**src/rtl/id_ex_pipe_reg_if.sv**
```systemverilog
// ID->EX boundary bundle: decode-side beat, execute-side beat, handshake and flush.
// No logic; the modports fix direction for the pipeline register (slave) and its environment (master).
// Backpressure is carried by in_ready / out_ready.
interface id_ex_pipe_reg_if #(
    parameter int DW = 32,
    parameter int JW = 26,
    parameter int CW = 16
);
    logic          flush;
    logic          in_valid;
    logic          in_ready;
    logic [JW-1:0] low26_d;
    logic [DW-1:0] rs_d;
    logic [DW-1:0] rt_d;
    logic [CW-1:0] ctrl_d;
    logic [DW-1:0] pc4_d;
    logic          out_valid;
    logic          out_ready;
    logic [JW-1:0] low26_e;
    logic [DW-1:0] rs_e;
    logic [DW-1:0] rt_e;
    logic [CW-1:0] ctrl_e;
    logic [DW-1:0] pc4_e;

    // Pipeline register view
    modport slave (
        input  flush, in_valid, low26_d, rs_d, rt_d, ctrl_d, pc4_d, out_ready,
        output in_ready, out_valid, low26_e, rs_e, rt_e, ctrl_e, pc4_e
    );

    // Decode/execute stage view
    modport master (
        output flush, in_valid, low26_d, rs_d, rt_d, ctrl_d, pc4_d, out_ready,
        input  in_ready, out_valid, low26_e, rs_e, rt_e, ctrl_e, pc4_e
    );
endinterface

```
**src/rtl/id_ex_pipe_reg.sv**
```systemverilog
// ID->EX pipeline register with valid/ready, stall hold, flush and bubble insertion (optional skid entry: ID_EX_SKID_EN).
// Latency: 1 cycle from accepted beat to out_valid.
// Backpressure: base mode in_ready = !out_valid || out_ready || flush; skid mode in_ready = !skid_valid || flush (registered).
module id_ex_pipe_reg #(
    parameter int DW = 32,
    parameter int JW = 26,
    parameter int CW = 16
) (
    input  logic             clk,
    input  logic             rst_n,
    id_ex_pipe_reg_if.slave  bus
);

    typedef struct packed {
        logic [JW-1:0] low26;
        logic [DW-1:0] rs;
        logic [DW-1:0] rt;
        logic [CW-1:0] ctrl;
        logic [DW-1:0] pc4;
    } beat_t;

    beat_t w_in_beat;
    beat_t r_main;
    logic  r_out_valid;
    logic  w_in_ready;

    assign w_in_beat = '{low26: bus.low26_d, rs: bus.rs_d, rt: bus.rt_d,
                         ctrl: bus.ctrl_d, pc4: bus.pc4_d};

`ifdef ID_EX_SKID_EN
    beat_t r_skid;
    logic  r_skid_valid;
    logic  w_release;
    logic  w_accept;

    // in_ready comes straight from the skid flag, so out_ready never reaches it combinationally
    assign w_in_ready = !r_skid_valid || bus.flush;
    assign w_release  = r_out_valid && bus.out_ready;
    assign w_accept   = bus.in_valid && w_in_ready && !bus.flush;

    // Two-entry FIFO: main feeds EX, skid catches the beat accepted while main is stalled
    always_ff @(posedge clk or negedge rst_n) begin
        if (!rst_n) begin
            r_out_valid  <= 1'b0;
            r_main       <= '0;
            r_skid_valid <= 1'b0;
            r_skid       <= '0;
        end else if (bus.flush) begin
            r_out_valid  <= 1'b0;
            r_main.ctrl  <= '0;
            r_skid_valid <= 1'b0;
            r_skid.ctrl  <= '0;
        end else if (!r_out_valid || w_release) begin
            // Main is free this edge: the older skid beat goes first, otherwise the input
            if (r_skid_valid) begin
                r_main       <= r_skid;
                r_out_valid  <= 1'b1;
                r_skid_valid <= 1'b0;
                r_skid.ctrl  <= '0;
            end else if (w_accept) begin
                r_main      <= w_in_beat;
                r_out_valid <= 1'b1;
            end else begin
                r_out_valid <= 1'b0;
                r_main.ctrl <= '0;
            end
        end else if (w_accept) begin
            r_skid       <= w_in_beat;
            r_skid_valid <= 1'b1;
        end
    end
`else
    // Single entry: a slot opens when empty, draining this cycle, or being flushed
    assign w_in_ready = !r_out_valid || bus.out_ready || bus.flush;

    // Flush kills the entry; otherwise load, bubble, or hold on stall
    always_ff @(posedge clk or negedge rst_n) begin
        if (!rst_n) begin
            r_out_valid <= 1'b0;
            r_main      <= '0;
        end else if (bus.flush) begin
            r_out_valid <= 1'b0;
            r_main.ctrl <= '0;
        end else if (w_in_ready) begin
            r_out_valid <= bus.in_valid;
            if (bus.in_valid) begin
                r_main <= w_in_beat;
            end else begin
                // Bubble: zeroed control bundle is a NOP; data fields keep their last value
                r_main.ctrl <= '0;
            end
        end
    end
`endif

    assign bus.in_ready  = w_in_ready;
    assign bus.out_valid = r_out_valid;
    assign bus.low26_e   = r_main.low26;
    assign bus.rs_e      = r_main.rs;
    assign bus.rt_e      = r_main.rt;
    assign bus.ctrl_e    = r_main.ctrl;
    assign bus.pc4_e     = r_main.pc4;

endmodule
```
**src/flat_wrapper.sv**
```systemverilog
// flat-port wrapper written by rule: the top's interface ports become plain ports
module id_ex_pipe_reg_flat 
#(
    parameter int DW = 32,
    parameter int JW = 26,
    parameter int CW = 16
)
  (clk, rst_n, bus_flush, bus_in_valid, bus_low26_d, bus_rs_d, bus_rt_d, bus_ctrl_d, bus_pc4_d, bus_out_ready, bus_in_ready, bus_out_valid, bus_low26_e, bus_rs_e, bus_rt_e, bus_ctrl_e, bus_pc4_e);
  id_ex_pipe_reg_if #(.DW(DW), .JW(JW), .CW(CW)) bus_i ();
  input  logic clk;
  input  logic rst_n;
  input wire logic [$bits(bus_i.flush)-1:0] bus_flush;
  input wire logic [$bits(bus_i.in_valid)-1:0] bus_in_valid;
  input wire logic [$bits(bus_i.low26_d)-1:0] bus_low26_d;
  input wire logic [$bits(bus_i.rs_d)-1:0] bus_rs_d;
  input wire logic [$bits(bus_i.rt_d)-1:0] bus_rt_d;
  input wire logic [$bits(bus_i.ctrl_d)-1:0] bus_ctrl_d;
  input wire logic [$bits(bus_i.pc4_d)-1:0] bus_pc4_d;
  input wire logic [$bits(bus_i.out_ready)-1:0] bus_out_ready;
  output wire logic [$bits(bus_i.in_ready)-1:0] bus_in_ready;
  output wire logic [$bits(bus_i.out_valid)-1:0] bus_out_valid;
  output wire logic [$bits(bus_i.low26_e)-1:0] bus_low26_e;
  output wire logic [$bits(bus_i.rs_e)-1:0] bus_rs_e;
  output wire logic [$bits(bus_i.rt_e)-1:0] bus_rt_e;
  output wire logic [$bits(bus_i.ctrl_e)-1:0] bus_ctrl_e;
  output wire logic [$bits(bus_i.pc4_e)-1:0] bus_pc4_e;
  assign bus_i.flush = bus_flush;
  assign bus_i.in_valid = bus_in_valid;
  assign bus_i.low26_d = bus_low26_d;
  assign bus_i.rs_d = bus_rs_d;
  assign bus_i.rt_d = bus_rt_d;
  assign bus_i.ctrl_d = bus_ctrl_d;
  assign bus_i.pc4_d = bus_pc4_d;
  assign bus_i.out_ready = bus_out_ready;
  assign bus_in_ready = bus_i.in_ready;
  assign bus_out_valid = bus_i.out_valid;
  assign bus_low26_e = bus_i.low26_e;
  assign bus_rs_e = bus_i.rs_e;
  assign bus_rt_e = bus_i.rt_e;
  assign bus_ctrl_e = bus_i.ctrl_e;
  assign bus_pc4_e = bus_i.pc4_e;
  id_ex_pipe_reg #(.DW(DW), .JW(JW), .CW(CW)) u_core (.clk(clk), .rst_n(rst_n), .bus(bus_i));
endmodule
```
**config.mk**
```make
export PLATFORM = sky130hd
export DESIGN_NAME = id_ex_pipe_reg_flat
export DESIGN_NICKNAME = d
export VERILOG_FILES = /design/src/rtl/id_ex_pipe_reg_if.sv /design/src/rtl/id_ex_pipe_reg.sv /design/src/flat_wrapper.sv
export SDC_FILE = /design/constraint.sdc
export NUM_CORES = 1
export LEC_CHECK = 0
export ABC_CLOCK_PERIOD_IN_PS = 4640
export CORE_MARGIN = 8
export CORE_UTILIZATION = 42
export CTS_CLUSTER_SIZE = 10
export DETAILED_ROUTE_END_ITERATION = 10
export PLACE_DENSITY = 0.95
export SLEW_MARGIN = 40
export SYNTH_ARGS = -nofsm -noshare
export SYNTH_HDL_FRONTEND = slang
export SYNTH_SLANG_ARGS = --single-unit
```
**constraint.sdc**
```tcl
create_clock -name clk -period 4.64 [get_ports clk]
set_input_delay 0.464 -clock clk [delete_from_list [all_inputs] [get_ports clk]]
set_output_delay 0.464 -clock clk [all_outputs]
set_load 0.05 [all_outputs]
```
== Word level (Yosys, flattened, before mapping) ==
Index checks and enable logic that the tools add are counted.
W data, S select, Z words.
Cells by class
  bitwise logic cells: 1
  mux-type cells: 6
  reductions and logical operators: 5
Operator list (number)
  $mux W48: 1
  $mux W16: 2
  $mux W32: 1
  $reduce_and A3 Y1: 1
  $logic_or A1 B1 Y1: 2
  $mux W1: 2
  $reduce_bool A2 Y1: 1
  $logic_not A1 Y1: 1
  $not A1 Y1: 1
Word-level totals
  logic and storage cells: 18
  bits of input ports: 143
  output and inout port bits: 140
  flip-flop bits (word level): 139

== Longest topological paths before layout ==
Gate-level depths: netlist of run 1.
  depth after elaboration: 5
  depth in mapped cells: 6
  mapped depth without buffers: 3

== Worst setup path before layout of run 1 ==
Ideal clock, no wire load.
  path kind: register -> register
  from: reg u_core.r_out_valid, in the netlist u_core.bus.out_valid
  to: reg u_core.r_main, in the netlist u_core.bus.pc4_e[0]
  arrival: 1.784 ns
  slack: 2.729 ns
  data required time: 4.513 ns
  path buffers: 3
  period minus slack after synthesis: 1.911 ns
  cell stages (with the launch flop): 7
  cell sequence: dfrtp_1 > nor2b_1 > buf_2 > nor3b_4 > buf_6 > buf_6 > mux2_1
Between the ends
  cells in the longest elaborated chain, start to end: 4
Ends and longest elaborated chain
  start, declared: line id_ex_pipe_reg.sv:24  | logic r_out_valid;
  start signal, assigned: line id_ex_pipe_reg.sv:85  | r_out_valid <= bus.in_valid;
  $logic_not A1 Y1: line id_ex_pipe_reg.sv:74  | assign w_in_ready = !r_out_valid || bus.out_ready || bus.flush;
  $logic_or A1 B1 Y1 (2 in series): line id_ex_pipe_reg.sv:74
  $reduce_and A3 Y1 (no source line)
  end signal, assigned: line id_ex_pipe_reg.sv:87  | r_main <= w_in_beat;
  end, declared: line id_ex_pipe_reg.sv:23  | beat_t r_main;
No other way between the ends.
A chain may end at the register's enable or synchronous reset.

== Final worst setup path of run 1 ==
  from: in bus_flush
  to: out bus_in_ready
Between the ends
  cells in the longest elaborated chain, start to end: 1
Ends and longest elaborated chain
  start, declared: line flat_wrapper.sv:12  | input wire logic [$bits(bus_i.flush)-1:0] bus_flush;
  $logic_or A1 B1 Y1: line id_ex_pipe_reg.sv:74
  end, declared: line flat_wrapper.sv:20  | output wire logic [$bits(bus_i.in_ready)-1:0] bus_in_ready;
No other way between the ends.

==> flow_metrics.env, run 1 <==
export IMPL_total_power_mw=4.20
export IMPL_slowest_stage="clkdlybuf4s50_1"
export IMPL_slew_violations=0
export IMPL_grt_max_degree=97
export IMPL_cts_tree="done"
export IMPL_endpoint_kind="output pin"
export IMPL_clk_path_buf_depth=2
export IMPL_cap_violations=0
export IMPL_cts_root_buffer="clkbuf_16"
export IMPL_cpMostUsedCell="clkdlybuf4s50_1"
export IMPL_leakagePower_nw=3.63
export IMPL_clk_pin_slew_ps=50
export IMPL_drcViolationCount=0
export IMPL_criticalPathCategory="input pin to output pin"
export IMPL_status="finished clean"
export IMPL_cts_resized=0
export IMPL_synthTopCellsByArea="dfrtp_1 (66%), mux2_1 (17%), mux2_2 (9.0%)"
export IMPL_stdcell_count=807
export IMPL_start_util_pct=42.5
export IMPL_drt_first_iter_violations=128
export IMPL_areaGrowthSynthToFinish_pct=66.7
export IMPL_ir_drop_v=0.000247
export IMPL_syn_nets=479
export IMPL_rsz0062_at_grt="no"
export IMPL_cp_slowest_stage_delay_ps=910
export IMPL_diodes=0
export IMPL_cts_htree_levels=4
export IMPL_routed_via_density=4.72
export IMPL_path_cells="clkdlybuf4s50_1 -> nand2b_1 -> clkdlybuf4s50_1"
export IMPL_ys_warn_count=0
export IMPL_num_nets_final=766
export IMPL_synth_seq_cells=139
export IMPL_io_buffer_count=282
export IMPL_cp_top_family="buffers and inverters"
export IMPL_slew_headroom_pct=49.2
export IMPL_hpwl_mm=12.3
export IMPL_ios=283
export IMPL_cts_sinks=139
export IMPL_fp_dieW_um=128
export IMPL_grt_pass1_vias=4433
export IMPL_min_period_ps=2850
export IMPL_core_um2=12400
export IMPL_synth_area_um2=5270
export IMPL_cp_start_kind="input pin"
export IMPL_syn_inst=336
export IMPL_antenna_found_initial=0
export IMPL_grt_pass1_wl_mm=24.2
export IMPL_regArea_um2=3480
export IMPL_crit_required_ps=4180
export IMPL_layout_drive_gt1_share_pct=12.3
export IMPL_synth_seq_area_share_pct=66.0
export IMPL_track_usage_pct=19.3
export IMPL_die_area_um2=16400
export IMPL_dpl_cell_count=774
export IMPL_cp_arrival_ps=2380
export IMPL_power_density_nw_per_um2=478
export IMPL_cts_buffers=17
export IMPL_synth_top_area_share_pct=66.0
export IMPL_routabilityCongestion=0.786
export IMPL_ys_types=13
export IMPL_critPathBufInv=2
export IMPL_hp_class="register to register"
export IMPL_cts_hold_buf=0
export IMPL_finalHoldViolations=0
export IMPL_vias=3808
export IMPL_fill_cells=825
export IMPL_cts_setup_buffers=0
export IMPL_multi_input_area_um2=1640
export IMPL_period_share_pct=61.4
export IMPL_worst_pin_slew_ps=762
export IMPL_overflow=0
export IMPL_skew_ps=5.45
export IMPL_tns_ps=0
export IMPL_wl_per_cell_um=19.7
export IMPL_postRouteAntennaNets=0
export IMPL_fmax_mhz=351
export IMPL_num_rows=41
export IMPL_syn_area_per_cell_um2=15.7
export IMPL_dr_pass1_iters=4
export IMPL_die_y_um=128
export IMPL_worstPathMaxFanout=19
export IMPL_synth_area_leader_cell="dfrtp_1"
export IMPL_wl_mm=15.9
export IMPL_setup_viol=0
export IMPL_whs_ps=481
export IMPL_worst_skew_pair_late_latency_ps=400
==> state kept, by name, indices dropped and copies added, names as in the netlist <==
signal / count
u_core.bus.low26_e: 26
u_core.bus.ctrl_e: 16
u_core.bus.out_valid: 1
u_core.bus.rt_e: 32
u_core.bus.pc4_e: 32
u_core.bus.rs_e: 32
==> worst paths after layout <==
check                                            startpoint                          endpoint  slack [ps]  cells after the start
max                                               bus_flush                      bus_in_ready        1790                      3
min                         u_core.bus.rs_e[28]$_DFFE_PN0P_   u_core.bus.rs_e[28]$_DFFE_PN0P_         480                      1
max reg2reg                u_core.bus.out_valid$_DFFE_PN0P_   u_core.bus.rs_e[10]$_DFFE_PN0P_        2470                      5
min reg2reg                 u_core.bus.rs_e[28]$_DFFE_PN0P_   u_core.bus.rs_e[28]$_DFFE_PN0P_         480                      1
max in group asynchronous                             rst_n  u_core.bus.pc4_e[30]$_DFFE_PN0P_        2880                      4
min in group asynchronous                             rst_n   u_core.bus.rt_e[18]$_DFFE_PN0P_         540                      2
==> cell usage in the layout (no fill, tap or decap) <==
| cell type | count |
|---|---|
| clkbuf_16 | 17 |
| nand2_1 | 16 |
| bufinv_16 | 1 |
| mux2_1 | 80 |
| clkinv_4 | 1 |
| clkinv_2 | 6 |
| buf_16 | 1 |
| a21oi_1 | 16 |
| clkbuf_8 | 4 |
| nor2b_1 | 1 |
| buf_4 | 4 |
| nand2b_1 | 2 |
| nand3_1 | 16 |
| nor2_1 | 2 |
| nor3b_4 | 1 |
| dlygate4sd3_1 | 1 |
| buf_6 | 1 |
| dfrtp_1 | 139 |
| clkdlybuf4s50_1 | 281 |
| mux2_2 | 42 |
| clkbuf_1 | 3 |
==> where the power goes <==
group          switching, mW  internal, mW
combinational          0.915         0.544
clock                  0.469         0.772
sequential            0.0998          1.40
total                   1.48          2.72
==> cells by family (layout without fill, tap and decap cells) <==
logic type / Yosys count / after routing / synth area share (%)
DFF: 139 / 139 / 66.0
muxes: 122 / 122 / 26.1
and+or+nand+nor: 38 / 38 / 3.51
buffers and inverters: 21 / 320 / 2.90
AOI/OAI and AO/OA: 16 / 16 / 1.52
==> routing by layer <==
| metal | up-vias | routed length (um) | track usage (%) |
|---|---|---|---|
| met5 | - | 0 | 0 |
| met4 | 0 | 467 | 8.74 |
| met3 | 31 | 1500 | 7.74 |
| met2 | 192 | 8250 | 34.4 |
| met1 | 1840 | 5700 | 19.5 |
| li1 | 1745 | - | - |
==> layout make-up <==
type	count	area share, %
timing repair buffer	289	33.1
tap	172	2.45
clock inverter	8	0.783
sequential	139	39.6
clock buffer	23	5.44
multi-input combinational	176	18.7
==> cells in the mapped netlist <==
library cell  count
nor3b_4           1
buf_6             9
nand2b_1          2
clkbuf_1          7
nor2b_1           1
dfrtp_1         139
mux2_2           42
a21oi_1          16
mux2_1           80
buf_2             5
nor2_1            2
nand2_1          16
nand3_1          16
==> per-stage QoR <==
stage	util (%)	instance area, um^2	setup slack [ps]
detailed placement	66.0	8200	1810
global placement	66.0	8190	1760
CTS	70.4	8740	1800
global route	70.8	8780	1710
finish	70.8	8780	1790
floorplan	-	5270	2730
Note: power is estimated with default switching activity, not from simulation.
==> inputs of run 2 (changes only) <==
--- a/config.mk
+++ b/config.mk
@@ -5,12 +5,12 @@
 export SDC_FILE = /design/constraint.sdc
 export NUM_CORES = 1
 export LEC_CHECK = 0
-export ABC_CLOCK_PERIOD_IN_PS = 4640
+export ABC_CLOCK_PERIOD_IN_PS = 2800
 export CORE_MARGIN = 8
-export CORE_UTILIZATION = 42
+export CORE_UTILIZATION = 39
 export CTS_CLUSTER_SIZE = 10
 export DETAILED_ROUTE_END_ITERATION = 10
-export PLACE_DENSITY = 0.95
+export PLACE_DENSITY = 0.9
 export SLEW_MARGIN = 40
 export SYNTH_ARGS = -nofsm -noshare
 export SYNTH_HDL_FRONTEND = slang
==> constraint.sdc (replaced) <==
create_clock -name clk -period 2.8 [get_ports clk]
set_input_delay 0.28 -clock clk [delete_from_list [all_inputs] [get_ports clk]]
set_output_delay 0.28 -clock clk [all_outputs]
set_load 0.05 [all_outputs]
==> flow_metrics.env, run 2 (synthesized netlist as in run 1, its figures left out) <==
export IMPL_status="finished clean"
export IMPL_clk_pin_slew_ps=60
export IMPL_final_common_cell="clkdlybuf4s50_1"
export IMPL_ios=283
export IMPL_die_area_um2=17500
export IMPL_crit_required_ps=2520
export IMPL_fp_dieW_um=132
export IMPL_slew_violations=0
export IMPL_leakagePower_nw=3.63
export IMPL_worstPathMaxFanout=2
export IMPL_path_cells="clkdlybuf4s50_1"
export IMPL_grt_pass1_wl_mm=24.5
export IMPL_criticalPathCategory="register to output pin"
export IMPL_reg2reg_setup_slack_ps=1040
export IMPL_stdcell_count=809
export IMPL_period_share_pct=67.9
export IMPL_diodes=0
export IMPL_layout_drive_gt1_share_pct=12.5
export IMPL_cp_arrival_ps=1620
export IMPL_die_y_um=132
export IMPL_cp_top_family="buffers and inverters"
export IMPL_routed_via_density=4.76
export IMPL_hp_class="input pin to async pin"
export IMPL_cts_buffers=17
export IMPL_skew_ps=5.27
export IMPL_fill_cells=920
export IMPL_setup_viol=0
export IMPL_total_power_mw=7.05
export IMPL_pre_cts_ws_ps=767
export IMPL_dpl_cell_count=779
export IMPL_finalHoldViolations=0
export IMPL_cts_sinks=139
export IMPL_cts_setup_buffers=0
export IMPL_areaGrowthSynthToFinish_pct=67.3
export IMPL_io_buffer_count=282
export IMPL_core_um2=13200
export IMPL_multi_input_area_um2=1640
export IMPL_antenna_found_initial=0
export IMPL_fmax_mhz=526
export IMPL_worst_pin_slew_ps=621
export IMPL_ir_drop_v=0.000469
export IMPL_drt_first_iter_violations=117
export IMPL_grt_max_degree=74
export IMPL_min_period_ps=1900
export IMPL_r2r_cells=4
export IMPL_hpwl_mm=12.1
export IMPL_slowest_stage="clkdlybuf4s50_1"
export IMPL_cp_start_kind="register"
export IMPL_vias=3854
export IMPL_tns_ps=0
export IMPL_crit_reg2reg_launch="u_core.bus.out_valid$_DFFE_PN0P_"
export IMPL_fin_ws_ps=900
export IMPL_cts_root_buffer="clkbuf_16"
export IMPL_rsz0062_at_grt="no"
export IMPL_start_util_pct=39.8
export IMPL_wl_mm=15.6
export IMPL_num_rows=42
export IMPL_drcViolationCount=0
export IMPL_power_density_nw_per_um2=800
export IMPL_wl_per_cell_um=19.3
export IMPL_cap_violations=0
export IMPL_dr_pass1_iters=4
export IMPL_postRouteAntennaNets=0
export IMPL_endpoint_kind="output pin"
export IMPL_cts_htree_levels=4
export IMPL_critPathBufInv=1
export IMPL_cts_tree="done"
export IMPL_r2r_end="u_core.bus.pc4_e[18]$_DFFE_PN0P_"
export IMPL_overflow=0
export IMPL_slew_headroom_pct=58.6
export IMPL_cp_slowest_stage_delay_ps=830
export IMPL_clk_path_buf_depth=2
export IMPL_grt_pass1_vias=4429
export IMPL_track_usage_pct=17.7
export IMPL_regArea_um2=3480
export IMPL_layout_common_cells="clkdlybuf4s50_1 (280), dfrtp_1 (139), mux2_1 (80), mux2_2 (42), clkbuf_16 (17)"
export IMPL_worst_skew_pair_late_latency_ps=400
export IMPL_num_nets_final=766
export IMPL_routabilityCongestion=0.789
==> run 2: cell types whose count changed in the layout (fill, tap and decap cells not counted) <==
cell	before	now
buf_16	1	0
clkbuf_1	3	1
clkdlybuf4s50_1	281	280
clkinv_2	6	4
clkinvlp_4	0	2
buf_12	0	3
clkinv_4	1	0
bufinv_16	1	2
clkbuf_8	4	3
==> run 2: through the flow <==
stage | hold WS, ps | util (%) | cell area, um^2
2_1_floorplan | -15.6 | - | 5270
3_3_place_gp | 301 | 62.2 | 8240
3_5_place_dp | 311 | 62.2 | 8240
4_1_cts | 425 | 66.6 | 8820
5_1_grt | 452 | 66.6 | 8820
6_report | 431 | 66.6 | 8820
==> run 2: layout make-up <==
type,instances,area share [%]
Clock inverter,8,1.08
Sequential cell,139,39.4
Tap cell,176,2.50
Timing Repair Buffer,289,33.0
Clock buffer,21,5.34
Multi-Input combinational cell,176,18.6
==> run 2: what timing repair did <==
action | 4_1_cts | 5_1_grt
hold buffers | 1 | 0
gates resized for setup | 0 | 0
hold endpoints to repair | 66 | 0
==> run 2: metal layers <==
metal	track usage (%)	share of wire (%)
met1	18.5	38
met2	29.7	48
met3	9.38	11
met4	6.88	2.0
met5	0	0
==> run 2: worst max path at each step <==
stage | start | to | slack (ps) | cells past startpoint
3_5_place_dp | bus_out_ready | u_core.bus.rt_e[14]$_DFFE_PN0P_ | 770 | 5
5_1_grt | u_core.bus.out_valid$_DFFE_PN0P_ | bus_in_ready | 820 | 4
4_1_cts | u_core.bus.rt_e[28]$_DFFE_PN0P_ | bus_rt_e[28] | 860 | 1
3_3_place_gp | bus_out_ready | u_core.bus.pc4_e[10]$_DFFE_PN0P_ | 800 | 5
6_report | u_core.bus.rt_e[28]$_DFFE_PN0P_ | bus_rt_e[28] | 900 | 1
2_1_floorplan | u_core.bus.out_valid$_DFFE_PN0P_ | u_core.bus.pc4_e[0]$_DFFE_PN0P_ | 890 | 6
==> run 2: power breakdown <==
| part | internal [mW] | switching, mW | leakage [nW] |
|---|---|---|---|
| Clock | 1.36 | 0.783 | 0.276 |
| Combinational | 0.903 | 1.52 | 1.69 |
| Sequential | 2.32 | 0.166 | 1.66 |
